## src/rtl/unidade_controle_jogada.sv

```systemverilog
// unidade_controle_jogada: Moore control unit for the memory-game datapath.
//
// Purpose: sequences the datapath address counter (zeraC/contaC) and the key
// register (zeraR/registraR). It registers one play per rising edge of jogada,
// compares the stored keys against the ROM word, and reports the end of the
// round (pronto with acertou, errou or timeout).
//
// Ports:
//   clock, reset        rising-edge clock, asynchronous active-high reset
//   iniciar             start/restart request (accepted in INICIAL and FIM_*)
//   jogada              play button level; an internal edge detector is used
//   chavesIgualMemoria  datapath flag: keys equal ROM word (informational)
//   fimC                datapath flag: counter at last address
//   fimDiferente        datapath flag: keys differ from ROM word
//   zeraC, contaC       address counter clear / increment
//   zeraR, registraR    key register clear / load
//   pronto, acertou     round finished / round won
//   errou, timeout      round lost / round ended by timeout
//   db_estado           current state code (debug)
//
// Configuration: define TIMEOUT_EN to build the ESPERA timeout counter
// (TIMEOUT_CICLOS cycles, >= 2). Without it FIM_TIMEOUT is unreachable and
// timeout is tied to 0.
module unidade_controle_jogada #(
    parameter int unsigned TIMEOUT_CICLOS = 5000
) (
    input  logic       clock,
    input  logic       reset,
    input  logic       iniciar,
    input  logic       jogada,
    input  logic       chavesIgualMemoria,
    input  logic       fimC,
    input  logic       fimDiferente,
    output logic       zeraC,
    output logic       contaC,
    output logic       zeraR,
    output logic       registraR,
    output logic       pronto,
    output logic       acertou,
    output logic       errou,
    output logic       timeout,
    output logic [3:0] db_estado
);

    typedef enum logic [3:0] {
        StInicial    = 4'h0,
        StPreparacao = 4'h1,
        StEspera     = 4'h2,
        StRegistra   = 4'h3,
        StCompara    = 4'h4,
        StProximo    = 4'h5,
        StFimAcertou = 4'hA,
        StFimTimeout = 4'hD,
        StFimErrou   = 4'hE
    } estado_e;

    localparam int unsigned CntW = (TIMEOUT_CICLOS > 2) ? $clog2(TIMEOUT_CICLOS) : 1;

    estado_e state_q, state_d;
    logic    jogada_q;
    logic    edge_jogada;
    logic    expirou;

    // The equality flag is redundant with fimDiferente for the decision.
    logic unused_igual;
    assign unused_igual = chavesIgualMemoria;

    assign edge_jogada = jogada & ~jogada_q;

    always_ff @(posedge clock or posedge reset) begin
        if (reset) begin
            state_q  <= StInicial;
            jogada_q <= 1'b0;
        end else begin
            state_q  <= state_d;
            jogada_q <= jogada;
        end
    end

`ifdef TIMEOUT_EN
    logic [CntW-1:0] cnt_q, cnt_d;

    // Counts only while waiting; any other state restarts the window.
    always_comb begin
        cnt_d = '0;
        if (state_q == StEspera) begin
            cnt_d = cnt_q + 1'b1;
        end
    end

    always_ff @(posedge clock or posedge reset) begin
        if (reset) begin
            cnt_q <= '0;
        end else begin
            cnt_q <= cnt_d;
        end
    end

    assign expirou = (cnt_q == CntW'(TIMEOUT_CICLOS - 1));
`else
    logic unused_cfg;
    assign unused_cfg = ^CntW;
    assign expirou    = 1'b0;
`endif

    // Next-state logic.
    always_comb begin
        state_d = state_q;
        unique case (state_q)
            StInicial: begin
                if (iniciar) state_d = StPreparacao;
            end
            StPreparacao: state_d = StEspera;
            StEspera: begin
                // A play in the expiry cycle takes precedence over the timeout.
                if (edge_jogada) begin
                    state_d = StRegistra;
                end else if (expirou) begin
                    state_d = StFimTimeout;
                end
            end
            StRegistra: state_d = StCompara;
            StCompara: begin
                if (fimDiferente) begin
                    state_d = StFimErrou;
                end else if (fimC) begin
                    state_d = StFimAcertou;
                end else begin
                    state_d = StProximo;
                end
            end
            StProximo: state_d = StEspera;
            StFimAcertou, StFimErrou, StFimTimeout: begin
                if (iniciar) state_d = StPreparacao;
            end
            default: state_d = StInicial;
        endcase
    end

    // Moore outputs.
    always_comb begin
        zeraC     = 1'b0;
        contaC    = 1'b0;
        zeraR     = 1'b0;
        registraR = 1'b0;
        pronto    = 1'b0;
        acertou   = 1'b0;
        errou     = 1'b0;
        timeout   = 1'b0;
        unique case (state_q)
            StPreparacao: begin
                zeraC = 1'b1;
                zeraR = 1'b1;
            end
            StRegistra:   registraR = 1'b1;
            StProximo:    contaC = 1'b1;
            StFimAcertou: begin
                pronto  = 1'b1;
                acertou = 1'b1;
            end
            StFimErrou: begin
                pronto = 1'b1;
                errou  = 1'b1;
            end
            StFimTimeout: begin
                pronto  = 1'b1;
                timeout = 1'b1;
            end
            default: ;
        endcase
    end

    assign db_estado = state_q;

endmodule
```

## config.mk

```make
export PLATFORM = sky130hd
export DESIGN_NAME = unidade_controle_jogada
export DESIGN_NICKNAME = d
export VERILOG_FILES = /design/src/rtl/unidade_controle_jogada.sv
export SDC_FILE = /design/constraint.sdc
export NUM_CORES = 1
export LEC_CHECK = 0
export ABC_CLOCK_PERIOD_IN_PS = 1800
export BUFFER_PORTS_ARGS = -buffer_cell sky130_fd_sc_hd__buf_2
export CAP_MARGIN = 20
export CORE_AREA = 5 5 42 44
export DETAILED_ROUTE_END_ITERATION = 12
export DIE_AREA = 0 0 47 49
export HOLD_SLACK_MARGIN = 0.12
export PLACE_DENSITY = 0.64
export SLEW_MARGIN = 15
export SYNTH_ARGS = -nofsm -noshare
export SYNTH_HDL_FRONTEND = slang
export SYNTH_SLANG_ARGS = --single-unit
```

## constraint.sdc

```tcl
create_clock -name clock -period 1.8 [get_ports clock]
set_clock_uncertainty 0.05 [all_clocks]
set_input_delay 0.09 -clock clock [delete_from_list [all_inputs] [get_ports clock]]
set_output_delay 0.09 -clock clock [all_outputs]
set_load 0.005 [all_outputs]
```

==> results.txt, run 1 <==
crit path launch type: flop
largest family of logic cells by synthesized area: simple AND/OR/NAND/NOR gates
Vias: 386
global-route wire length before repair: 1410 µm
total track usage: 8.78%
Placement Rows: 14
Seq/Total Area, Yosys: 32.6%
Clock Pin Slew Worst Setup and Hold Paths: 40 ps
total of max-cap violations: 0
core box area: 1400 µm²
Die Ht: 49 µm
diode count: 0
initial antenna violation count: 0
kind of end point of the critical path: output port
Die X-Extent: 47 µm
grt total ovfl: 0
met3 usage: 3.32%
area grow syn2layout: 30.0%
cell internal pwr: 418 µW
Required @ worst endpoint: 1660 ps
number of buffer cells added on primary ports: 17
met2 GRT Util: 12.4%
nets@finish: 72
status: finished clean
WHS Endpoint: db_estado[3]
Post-Syn Area: 384 µm²
Synth Area in Adders: 0%
timing-limited maximum frequency: 0.659 GHz
Static Leakage: 0.259 nW
most frequent cells in the layout: buf_2 (17), nor2_1 (5), dfrtp_1 (5)
WL per Instance: 11.2 µm
# DRC: 0
CTS root buf: clkbuf_4
I/O pin total: 19
Crit Reg-Reg Startpoint: db_estado[3]
antenna-violating nets left: 0
commonest non-fill, non-tap cell in the layout: buf_2
xor and xnor fraction of the mapped netlist area: 2.28%
Hold Crit Class: in2reg
proportion of power drawn by the clock network: 18.3%
final instance area: 499 µm²
pin slew with the least headroom to its limit: 417 ps
post-DR vias/cell: 4.83
total negative slack: 0 ps
Sink Count: 5
Power per Cell Area: 1440 nW/µm²
max-slew violations: 0
Peak supply drop: 0.745 mV
Reg-to-Reg End: db_estado[0]
CTS tree: built
Net Sw Frac: 41.9%
Detail Placement HPWL: 684 µm
Synth Area in Simple Gates: 30.6%
crit path DAT: 1380 ps
Slew headroom: 72.2%
synthesized flop and latch total: 5
RSZ-0062 raised after global routing: no
largest net degree at the start of global routing: 16
crit share post-route: 84.3%
layout cells sized above 1: 34.4%
DR pass1 iterations: 4
Most Used Layer, Global Route: met2
synth unique cells: 27
Initial DRC Count: 7
Clk Latency, worst-skew pair: 250 ps
Placer Congestion: 0.724
area of placed instances: 453 µm²
Finished Layout Cells: 80
Cells after Synth: 46
hold path start: iniciar
sequential group share of total power: 36.2%
Final setup violation count: 0
Critical Path Fanout Max: 11
Post-Route WL: 893 µm
clock buffer depth: 2
# fillers: 153
Hold Crit Depth: 3
mux cell area share after synthesis: 0%
Gate power share: 45.5%
Post-Syn Nets: 53
Sw Pwr: 302 µW
Tmin final: 1520 ps
grt met1 use: 10.7%
Final Hold Vio Count: 0
setup slack, reg-to-reg: 390 ps
full die area: 2300 µm²
Syn Area/Cell: 8.35 µm²
cts bufs inserted: 3
Compound-Gate Fraction of Synth Area: 22.1%
worst r2r path cells: 2
vias in the first global route: 326
# Post-CTS Setup Buffers: 0
Starting Density: 27.4%
H-tree depth: 1
Crit Path Category: reg2out
DP Cell Count: 74
Ys Warns: 0
==> cell usage after synthesis, drive strengths merged <==
library cell	number	area, µm²
a2bb2oi	1	8.76
or2	1	6.26
a21oi	1	5.00
and2	1	6.26
dfrtp	5	125
inv	3	11.3
nand2b	2	12.5
o32ai	1	8.76
nor2	5	18.8
and3b	1	10.0
nor3	3	15.0
o31ai	1	7.51
o311a	1	10.0
nor4b	1	8.76
and3	1	6.26
o21bai	1	7.51
o21ai	1	5.00
buf	5	36.3
nor2b	3	18.8
o21a	2	15.0
o32a	1	10.0
xor2	1	8.76
and2b	1	7.51
nand2	2	7.51
a22oi	1	7.51
==> layout make-up <==
cell class | count | area, µm² | share of cell area (%)
Clock buffer | 4 | 26.3 | 5.26
Inverter | 3 | 11.3 | 2.26
Multi-Input combinational cell | 33 | 211 | 42.4
Sequential cell | 5 | 125 | 25.1
Tap cell | 16 | 20.0 | 4.01
Timing Repair Buffer | 19 | 105 | 21.1
==> logic make-up after synthesis <==
| family | after synthesis |
|---|---|
| buf+inv | 8 |
| flops | 5 |
| xor+xnor | 1 |
| simple gates | 21 |
| compound gates | 11 |
==> flip-flops by register name, indices dropped and copies added, names as in the netlist <==
name	count
db_estado	4
jogada_q	1
==> power groups by stage <==
| stage | combinational [mW] | clock, mW | sequential, mW |
|---|---|---|---|
| 3_3_place_gp | 0.325 | 0 | 0.260 |
| 3_5_place_dp | 0.328 | 0 | 0.266 |
| 4_1_cts | 0.333 | 0.137 | 0.262 |
| 5_1_grt | 0.369 | 0.144 | 0.278 |
| 6_report | 0.327 | 0.132 | 0.260 |
| 2_1_floorplan | 0.338 | 0 | 0.183 |
==> worst max path at each step <==
stage,from,endpoint,cells past startpoint
CTS,db_estado[0],pronto,3
global route,db_estado[3],zeraR,2
global placement,db_estado[3],db_estado[0],2
finish,db_estado[0],pronto,3
detailed placement,db_estado[3],db_estado[0],2
floorplan,db_estado[2],db_estado[0],3
==> critical path, cell delays in order, from the launching register on <==
cell and delay, ps:
dfrtp_1 530, and2b_1 260, o21a_1 210, buf_2 130
==> per-stage QoR <==
| step | setup WS, ps | utilization [%] | hold WS [ps] | total power [mW] |
|---|---|---|---|---|
| after floorplan | 473 | - | -181 | 0.522 |
| after global placement | 418 | 32.3 | -59.1 | 0.585 |
| after detailed placement | 392 | 32.3 | -55.4 | 0.594 |
| after CTS | 260 | 35.6 | 147 | 0.732 |
| after global routing | 148 | 35.6 | 208 | 0.792 |
| final | 282 | 35.6 | 147 | 0.720 |
==> routing by layer <==
layer | up-vias | wire length (µm)
li1 | 192 | -
met2 | 13 | 434
met5 | - | 0
met3 | 3 | 82
met1 | 178 | 356
met4 | 0 | 20
==> what timing repair did <==
action                    4_1_cts  5_1_grt
gates resized for setup         0        0
hold buffers                    2        0
hold endpoints to repair        6        0
(Power assumes the default switching activity.)
==> run 2: changes to the inputs <==
--- a/config.mk
+++ b/config.mk
@@ -5,7 +5,7 @@
 export SDC_FILE = /design/constraint.sdc
 export NUM_CORES = 1
 export LEC_CHECK = 0
-export ABC_CLOCK_PERIOD_IN_PS = 1800
+export ABC_CLOCK_PERIOD_IN_PS = 1500
 export BUFFER_PORTS_ARGS = -buffer_cell sky130_fd_sc_hd__buf_2
 export CAP_MARGIN = 20
 export CORE_AREA = 5 5 42 44
==> constraint.sdc (replaced) <==
create_clock -name clock -period 1.5 [get_ports clock]
set_clock_uncertainty 0.05 [all_clocks]
set_input_delay 0.075 -clock clock [delete_from_list [all_inputs] [get_ports clock]]
set_output_delay 0.075 -clock clock [all_outputs]
set_load 0.005 [all_outputs]
==> run 2 against run 1 <==
Clock power is 25% higher; total power up 31%; combinational power up 56%; cell count rose by 3.8%; largest power group unchanged; highest routed layer unchanged.
==> results.txt, run 2 (synthesized netlist as in run 1, its figures left out) <==
Initial DRC Count: 8
# DRC: 0
WL per Instance: 12.1 µm
core box area: 1400 µm²
Final setup violation count: 0
Die X-Extent: 47 µm
status: finished clean
Slew headroom: 81.9%
Crit Path Category: reg2out
full die area: 2300 µm²
H-tree depth: 1
Clock Pin Slew Worst Setup and Hold Paths: 50 ps
total track usage: 9.99%
Peak supply drop: 0.606 mV
Vias: 392
Finished Layout Cells: 83
global-route wire length before repair: 1590 µm
Starting Density: 27.4%
crit path DAT: 1320 ps
Critical Path Fanout Max: 13
I/O pin total: 19
number of buffer cells added on primary ports: 17
timing-limited maximum frequency: 0.693 GHz
crit path launch type: flop
total negative slack: 0 ps
cell internal pwr: 555 µW
CP max stage cell: dfrtp_1
Clk Latency, worst-skew pair: 250 ps
Detail Placement HPWL: 746 µm
slowest stage delay, CP: 390 ps
Placer Congestion: 0.736
pin slew with the least headroom to its limit: 271 ps
Static Leakage: 0.274 nW
grt total ovfl: 0
Final Hold Vio Count: 0
Tmin final: 1440 ps
Die Ht: 49 µm
Power per Cell Area: 1780 nW/µm²
DR pass1 iterations: 4
RSZ-0062 raised after global routing: yes
total of max-cap violations: 0
sequential group share of total power: 28.5%
largest net degree at the start of global routing: 14
post-DR vias/cell: 4.72
# Post-CTS Setup Buffers: 0
diode count: 0
Gate power share: 54.1%
max FFs per register: 4
Sink Count: 5
CTS root buf: clkbuf_4
area grow syn2layout: 38.1%
cts bufs inserted: 3
proportion of power drawn by the clock network: 17.5%
antenna-violating nets left: 0
Post-Route WL: 1010 µm
commonest non-fill, non-tap cell in the layout: buf_2
nets@finish: 75
Sw Pwr: 389 µW
Placement Rows: 14
kind of end point of the critical path: output port
CTS tree: built
layout cells sized above 1: 41.8%
crit share post-route: 96.3%
max-slew violations: 0
Net Sw Frac: 41.2%
vias in the first global route: 368
initial antenna violation count: 0
CP Cell Sequence: buf_4 > nor4b_2 > buf_2
DP Cell Count: 77
most frequent cells in the layout: buf_2 (17), nor2_1 (5)
clock buffer depth: 2
post-layout util: 37.9%
Required @ worst endpoint: 1370 ps
Hold Crit Class: in2reg
## run 2: layout make-up
type / count / area, µm²
inverters: 3 / 11.3
clock buffers: 4 / 26.3
well taps: 16 / 20.0
repair buffers: 22 / 128
multi-input cells: 33 / 218
fillers: 163 / 871
flip-flops and latches: 5 / 128
## run 2: power by group through the flow
| stage | logic (mW) | clock network (mW) | registers, mW |
|---|---|---|---|
| after floorplan | 0.406 | 0 | 0.220 |
| after global placement | 0.495 | 0 | 0.255 |
| after detailed placement | 0.499 | 0 | 0.257 |
| after CTS | 0.512 | 0.171 | 0.259 |
| after global routing | 0.569 | 0.184 | 0.279 |
| final | 0.510 | 0.165 | 0.269 |
## run 2: critical path, delay by kind of cell (launching register included)
kind | cells | cell delay [ps]
buffers and inverters | 2 | 360
DFF | 1 | 390
and+or+nand+nor | 1 | 310
## run 2: path summary, 6_finish.rpt
kind / start / to / slack [ps] / cells after the start
worst max-delay path: db_estado[3] / zeraR / 60 / 3
worst min register to register: db_estado[3] / db_estado[3] / 570 / 2
min in group asynchronous: reset / db_estado[3] / 210 / 3
worst max register to register: db_estado[2] / db_estado[0] / 170 / 2
max in group asynchronous: reset / db_estado[2] / 1000 / 3
worst min-delay path: iniciar / db_estado[3] / 140 / 3
## run 2: what timing repair did
item,in CTS,in global routing
gates cloned,0,0
hold buffers,2,0
resized for setup,1,2
pin swaps,0,0
endpoints found under the setup margin,2,3
hold endpoints to repair,6,0
## run 2: per-layer routing
layer  vias up  GRT usage (%)  wire length [µm]
met5         -              0                 0
met4         0           8.29                20
met3         2           2.21                46
met2        10           14.5               496
met1       179           11.9               441
li1        201              -                 -
## run 2: per-stage QoR
stage,hold slack [ps],worst slack [ps],instance area (µm²),power [mW]
detailed placement,-66.0,181,475,0.756
global route,190,-15.8,531,1.03
finish,144,56.1,531,0.944
floorplan,-196,173,384,0.626
CTS,137,45.7,528,0.941
global placement,-72.5,190,475,0.751
